<file path="config.mk">
export PLATFORM = sky130hd
export DESIGN_NAME = elastic_pipe_reg
export DESIGN_NICKNAME = d
export VERILOG_FILES = /design/src/rtl/lx32_pipe_pkg.sv /design/src/rtl/pipe_stage.sv /design/src/rtl/elastic_pipe_reg.sv
export SDC_FILE = /design/constraint.sdc
export NUM_CORES = 1
export LEC_CHECK = 0
export ABC_CLOCK_PERIOD_IN_PS = 3500
export CAP_MARGIN = 20
export CORE_MARGIN = 1.5
export CORE_UTILIZATION = 50
export CTS_CLUSTER_DIAMETER = 50
export DETAILED_ROUTE_END_ITERATION = 8
export PLACE_DENSITY_LB_ADDON = 0.15
export SYNTH_ARGS = -nofsm -noshare
export SYNTH_HDL_FRONTEND = slang
export SYNTH_SLANG_ARGS = --single-unit
</file>
<file path="constraint.sdc">
create_clock -name clk -period 3.5 [get_ports clk]
set_input_delay 0.525 -clock clk [delete_from_list [all_inputs] [get_ports clk]]
set_output_delay 0.525 -clock clk [all_outputs]
set_load 0.05 [all_outputs]
</file>
<file path="src/rtl/lx32_pipe_pkg.sv">
// lx32_pipe_pkg: shared build switch, count-width and popcount helpers for elastic_pipe_reg (macro LX32_ELASTIC_PIPE_SKID_EN)
package lx32_pipe_pkg;
`ifdef LX32_ELASTIC_PIPE_SKID_EN
  localparam int SKID_EN = 1;
`else
  localparam int SKID_EN = 0;
`endif
  function automatic int pipe_cnt_w(input int depth, input int skid);
    return $clog2(depth + 1 + skid);
  endfunction
  function automatic int popcount(input logic [63:0] x);
    int n;
    n = 0;
    for (int i = 0; i < 64; i++) n += int'(x[i]);
    return n;
  endfunction
endpackage

</file>
<file path="src/rtl/pipe_stage.sv">
// pipe_stage: one valid/data register pair; ports clk, rst, i_flush, i_adv, i_valid, i_data -> o_valid, o_data
module pipe_stage #(
  parameter int WIDTH      = 32,
  parameter bit RESET_DATA = 1'b1
) (
  input  logic             clk,
  input  logic             rst,
  input  logic             i_flush,
  input  logic             i_adv,
  input  logic             i_valid,
  input  logic [WIDTH-1:0] i_data,
  output logic             o_valid,
  output logic [WIDTH-1:0] o_data
);
  logic w_load;
  assign w_load = i_adv && i_valid;
  always_ff @(posedge clk or posedge rst)
    if (rst) o_valid <= 1'b0;
    else if (i_flush) o_valid <= 1'b0;
    else if (i_adv) o_valid <= i_valid;
  if (RESET_DATA) begin : g_rst
    always_ff @(posedge clk or posedge rst)
      if (rst) o_data <= '0;
      else if (w_load) o_data <= i_data;
  end else begin : g_nrst
    always_ff @(posedge clk)
      if (w_load) o_data <= i_data;
  end
endmodule

</file>
<file path="src/rtl/elastic_pipe_reg.sv">
// elastic_pipe_reg: DEPTH-stage valid/ready pipeline with flush and occupancy count; optional skid via LX32_ELASTIC_PIPE_SKID_EN; ports clk, rst, flush, in_valid/in_ready/in_data, out_valid/out_ready/out_data, count
module elastic_pipe_reg
  import lx32_pipe_pkg::*;
#(
  parameter int WIDTH      = 32,
  parameter int DEPTH      = 2,
  parameter bit RESET_DATA = 1'b1
) (
  input  logic                                    clk,
  input  logic                                    rst,
  input  logic                                    flush,
  input  logic                                    in_valid,
  output logic                                    in_ready,
  input  logic [WIDTH-1:0]                        in_data,
  output logic                                    out_valid,
  input  logic                                    out_ready,
  output logic [WIDTH-1:0]                        out_data,
  output logic [pipe_cnt_w(DEPTH, SKID_EN)-1:0]   count
);
  localparam int CW = pipe_cnt_w(DEPTH, SKID_EN);
  if (DEPTH < 1 || WIDTH < 1) begin : g_bad_cfg
    $error("elastic_pipe_reg: DEPTH and WIDTH must be >= 1");
  end
  logic [DEPTH-1:0]            w_v;
  logic [DEPTH-1:0]            w_adv;
  logic [DEPTH-1:0][WIDTH-1:0] w_d;
  logic                        w_src_v;
  logic [WIDTH-1:0]            w_src_d;
  logic                        w_skid_v;
  logic                        w_in_fire;
  logic                        w_out_fire;
  assign w_in_fire  = in_valid && in_ready;
  assign out_valid  = w_v[DEPTH-1];
  assign out_data   = w_d[DEPTH-1];
  assign w_out_fire = out_valid && out_ready;
  // A stage moves when any stage at or after it is empty, or the output drains.
  for (genvar k = 0; k < DEPTH; k++) begin : g_adv
    assign w_adv[k] = out_ready || !(&w_v[DEPTH-1:k]);
  end
`ifdef LX32_ELASTIC_PIPE_SKID_EN
  logic             r_skid_v;
  logic [WIDTH-1:0] r_skid_d;
  // Ready depends only on registered skid state, cutting the out_ready path.
  assign in_ready = !r_skid_v && !flush;
  assign w_src_v  = r_skid_v || w_in_fire;
  assign w_src_d  = r_skid_v ? r_skid_d : in_data;
  assign w_skid_v = r_skid_v;
  always_ff @(posedge clk or posedge rst)
    if (rst) begin
      r_skid_v <= 1'b0;
      r_skid_d <= '0;
    end else if (flush) begin
      r_skid_v <= 1'b0;
    end else if (r_skid_v) begin
      if (w_adv[0]) r_skid_v <= 1'b0;
    end else if (w_in_fire && !w_adv[0]) begin
      r_skid_v <= 1'b1;
      r_skid_d <= in_data;
    end
`else
  assign in_ready = w_adv[0] && !flush;
  assign w_src_v  = w_in_fire;
  assign w_src_d  = in_data;
  assign w_skid_v = 1'b0;
`endif
  for (genvar k = 0; k < DEPTH; k++) begin : g_stage
    if (k == 0) begin : g_head
      pipe_stage #(.WIDTH(WIDTH), .RESET_DATA(RESET_DATA)) u_stage (
        .clk(clk), .rst(rst), .i_flush(flush), .i_adv(w_adv[k]),
        .i_valid(w_src_v), .i_data(w_src_d), .o_valid(w_v[k]), .o_data(w_d[k])
      );
    end else begin : g_body
      pipe_stage #(.WIDTH(WIDTH), .RESET_DATA(RESET_DATA)) u_stage (
        .clk(clk), .rst(rst), .i_flush(flush), .i_adv(w_adv[k]),
        .i_valid(w_v[k-1]), .i_data(w_d[k-1]), .o_valid(w_v[k]), .o_data(w_d[k])
      );
    end
  end
  always_ff @(posedge clk or posedge rst)
    if (rst) count <= '0;
    else if (flush) count <= '0;
    else count <= count + CW'(w_in_fire) - CW'(w_out_fire);
  a_count_matches_valid: assert property (@(posedge clk) disable iff (rst)
    int'(count) == popcount(64'(w_v)) + int'(w_skid_v));
endmodule
</file>
* Word-level counts from Yosys, hierarchy flattened
Cells that the tools add are included.
Operators by class: $lt $le $gt $ge 0, bitwise gates (word level) 0, shifts and indexed selects 0, div/mod/pow operators 0, mux-type cells 5, add/sub/neg operators 2, equal/unequal tests 0, multiply operators 0, reduce and logical (&&, ||, !) cells 13
Operator list (count):
- logical AND 1 bit | 5
- two-way mux 1 bit | 4
- nonzero test 2 bit | 2
- zero test 1 bit | 3
- adder 2 x 1 -> 2 bit | 1
- logical OR 1 bit | 2
- two-way mux 2 bit | 1
- AND reduction 2 bit | 1
- subtractor 2 x 1 -> 2 bit | 1
Word-level totals: output and inout bits 36, memories 0, word-level logic and storage cells 25, memory bits (read-only) 0, flip-flop bits (word level) 68, bits of input ports 37, latch bits 0, memory bits (writable) 0

* Logic depth before layout (Yosys ltp)
word-level depth 8, depth in mapped cells 10, depth with buffers taken out 8

* Modules after synthesis
A second synthesis with hierarchy kept.
Unflattened totals: cell total of the unflattened synthesis 160, area, all modules 2859.0 µm²
Modules (own cells, without submodules):
- pipe_stage | area an instance 1350.0 µm², sequential area each 825.8 µm², cells each 72, instances 2
- elastic_pipe_reg | area an instance 158.9 µm², sequential area each 50.0 µm², cells each 16, instances 1

* Worst setup path after synthesis
No wires, ideal clock.
path type register -> register, from reg g_stage[1].g_body.u_stage.o_valid, to reg count[1], required time 3380 ps, path buffers 2, setup slack 1118 ps, cell stages (with the launch flop) 11, data arrival time 2263 ps, period minus slack after synthesis 2382 ps, setup time 120 ps, path through dfrtp_1 > and3b_1 > or3b_1 > buf_6 > buf_12 > ha_1 > inv_1 > ha_1 > xor2_1 > xnor2_1 > nor2_1
Between the ends: cells in the longest elaborated chain, start to end 8, elaborated cells on any way between the ends 9, classes of those cells 2 x add/sub; 1 x mux; 6 x reduce/logical
Ends and longest elaborated chain:
- start, declared | line pipe_stage.sv:12 | output logic o_valid,
- start signal, assigned | line pipe_stage.sv:20 | else if (i_adv) o_valid <= i_valid;
- AND reduction 2 bit | line elastic_pipe_reg.sv:38 | assign w_adv[k] = out_ready || !(&w_v[DEPTH-1:k]);
- zero test 1 bit | line elastic_pipe_reg.sv:38
- logical OR 1 bit | line elastic_pipe_reg.sv:38
- logical AND 1 bit | line elastic_pipe_reg.sv:61 | assign in_ready = w_adv[0] && !flush;
- logical AND 1 bit | line elastic_pipe_reg.sv:32 | assign w_in_fire = in_valid && in_ready;
- adder 2 x 1 -> 2 bit | line elastic_pipe_reg.sv:82 | else count <= count + CW'(w_in_fire) - CW'(w_out_fire);
- subtractor 2 x 1 -> 2 bit * | line elastic_pipe_reg.sv:82
- two-way mux 2 bit * | line elastic_pipe_reg.sv:81 | else if (flush) count <= '0;
- end signal, assigned | line elastic_pipe_reg.sv:82
- end, declared | line elastic_pipe_reg.sv:18 | output logic [pipe_cnt_w(DEPTH, SKID_EN)-1:0] count
Every way passes the cells marked *; elsewhere a longest branch is shown, timed or not. A chain may end at the register's enable or synchronous reset.

* Final worst setup path
from in out_ready, to out in_ready
Between the ends: cells in the longest elaborated chain, start to end 2
Ends and longest elaborated chain:
- start, declared | line elastic_pipe_reg.sv:16 | input logic out_ready,
- logical OR 1 bit | line elastic_pipe_reg.sv:38
- logical AND 1 bit | line elastic_pipe_reg.sv:61
- end, declared | line elastic_pipe_reg.sv:13 | output logic in_ready,
No other way between the ends.

==> reports/metrics.cfg <==
[placement]
place_inst=295
dp_hpwl_mm=3.32
dp_slack_ns=0.756
placed_area_um2=3480
place_congestion=0.714
io_buffers=72

[drt]
viasPerCell=4.97
vias=1545
wl_per_cell_um=16.1
drtIter0Drc=65
drt_first_pass_iters=3
drtAntennaViolNets=0
drt_wl_total_mm=5.01
remaining_drc_errors=0

[worst_setup_path]
cp-end-kind=output port
required_ns=2.97
critPathLaunchType=input port
crit_arrival_ns=2.22
reg2regPathDepth=8
crit_type=input port to output port
cp_max_fo=3

[synthesis]
synth_ff_type=dfrtp_1
synth_top_cell_by_area=dfrtp_1
syn_area_per_cell_um2=17.4
synth_edf_count=0
ys_warn_count=0
ys_types=18
synth_seq_area_share=0.623
ys_ff_latch=68
synth_fp_nets=196
syn_inst=157
yosysMostFrequentCell=dfrtp_1
synth_top_area_frac=0.623
synthesis.area_um2=2730
yosys-top-cells-count=68 x dfrtp_1, 35 x mux2_2, 29 x mux2_4, 4 x nor2_1
ys_top_cells_by_area=dfrtp_1 62%, mux2_4 16%, mux2_2 14%
synthArstFlopShare=1.00

[power_and_ir_drop]
p_total_mw=2.75
static-leakage-power_nw=1.71
ir_drop_mv=0.539
p_per_area_nw_per_um2=736

[timing]
skew_ns=0.00522
tns_ns=0
drv_slew=0
postLayoutSetupSlackWorst_ns=0.759
timing.final.crit_share=0.783
period_minus_slack_ns=2.74
rsz0062_at_grt=false
fmax_mhz=365
setup_violations=0
hold_viol_final=0
hold_slack_ns=0.417
worst_pin_slew_ns=0.691
maxSlewHeadroom=0.539

[floorplanning]
dieArea_um2=5920
die_height_um=76.9
core_area_um2=5170
ioPinCount=73
start_util=0.528
die_w_um=76.9
fp-row-count=26

[clock_network]
insertion_delay_ns=0.33
cts_buffer_depth=2
post_cts_buffers=0
ctsResizeCount=0
postCtsHoldBufs=0
cts-root-buf=clkbuf_8
h-tree-depth=3
cts.sinks=68
cts_tree=yes
cts_made_buffers=9
path_clk_slew_ns=0.07

[outcome]
outcome=finished clean

[cells_and_area]
syn_to_final_growth_pct=36.9
drive_gt1_frac=0.353
fin_cells=311
fin_nets=275
n_antenna_cell=0
postLayoutCellArea_um2=3740
utilization=0.723

[global_routing]
overflow=0
antenna_found_initial=0
grt_max_degree=58
grt_pass1_wl_mm=8.26
grt_pass1_vias=1697
grt_use_total=0.187

[flow_run]
maxCapViolations=0

[worst_hold_path]
hold_class=input port to asynchronous set/reset pin

## cell families after synthesis
kind of cell               synth area share
AOI/OAI and AO/OA                   0.00183
buffers and inverters                0.0357
muxes                                 0.304
adders and majority gates           0.00916
DFF                                   0.623
xor gates and xnor gates            0.00641
and+or+nand+nor                      0.0202
## cells in the final DEF, fill, tap and decap left out
master           netlist  routed
inv_1                  3       2
nand2_1                1       1
or3b_2                 0       1
ha_1                   2       2
clkinv_2               0       2
nor2b_1                1       1
mux2_4                29      29
xor2_1                 1       1
clkinv_4               0       1
a21oi_1                1       1
mux2_2                35      35
clkdlybuf4s50_1        0      72
and2_1                 1       1
nor2_1                 4       4
clkbuf_8               0       9
nand2b_1               1       1
dfrtp_1               68      68
xnor2_1                1       1
inv_2                  0       1
and3b_1                1       1
bufinv_16              0       4
buf_4                  0       3
## area by class of cell
class,instances,area (um^2)
flip-flops and latches,68,1700
fillers,340,1430
multi-input cells,79,932
repair buffers,75,743
clock inverters,7,139
clock buffers,9,124
well taps,70,87.6
inverters,3,11.3
## critical path, cell delays in order
cell and delay, ns:
clkdlybuf4s50_1 0.50, and3b_1 0.22, nor2_1 0.13, clkdlybuf4s50_1 0.84
## worst paths after layout
kind                            slack, ns                                               end                                       startpoint
worst max register to register       1.40                                count[1]$_DFF_PP0_    g_stage[0].g_head.u_stage.o_valid$_DFFE_PP0P_
worst min-delay path                 0.42  g_stage[1].g_body.u_stage.o_data[21]$_DFFE_PP0P_                                              rst
max in group asynchronous            2.13   g_stage[1].g_body.u_stage.o_data[7]$_DFFE_PP0P_                                              rst
min in group clk                     0.51   g_stage[0].g_head.u_stage.o_data[0]$_DFFE_PP0P_  g_stage[0].g_head.u_stage.o_data[0]$_DFFE_PP0P_
worst min register to register       0.51   g_stage[0].g_head.u_stage.o_data[0]$_DFFE_PP0P_  g_stage[0].g_head.u_stage.o_data[0]$_DFFE_PP0P_
worst max-delay path                 0.76                                          in_ready                                        out_ready
## power by group
part	internal, mW	switching [mW]	total (mW)
clock network	0.544	0.294	0.837
logic	0.370	0.510	0.881
registers	0.948	0.0844	1.03
total	1.86	0.888	2.75
## state kept, by name, summed over array words and instances (netlist names)
signal,count
g_stage.g_body.u_stage.o_valid,1
g_stage.g_head.u_stage.o_data,32
g_stage.g_body.u_stage.o_data,32
count,2
g_stage.g_head.u_stage.o_valid,1
## per-layer routing
metal / GRT usage / routed length, um / vias to the layer above
li1: - / - / 701
met1: 0.219 / 2150 / 785
met2: 0.296 / 2470 / 47
met3: 0.0560 / 263 / 12
met4: 0.120 / 133 / 0
met5: 0 / 0 / -
(Power assumes the default switching activity.)
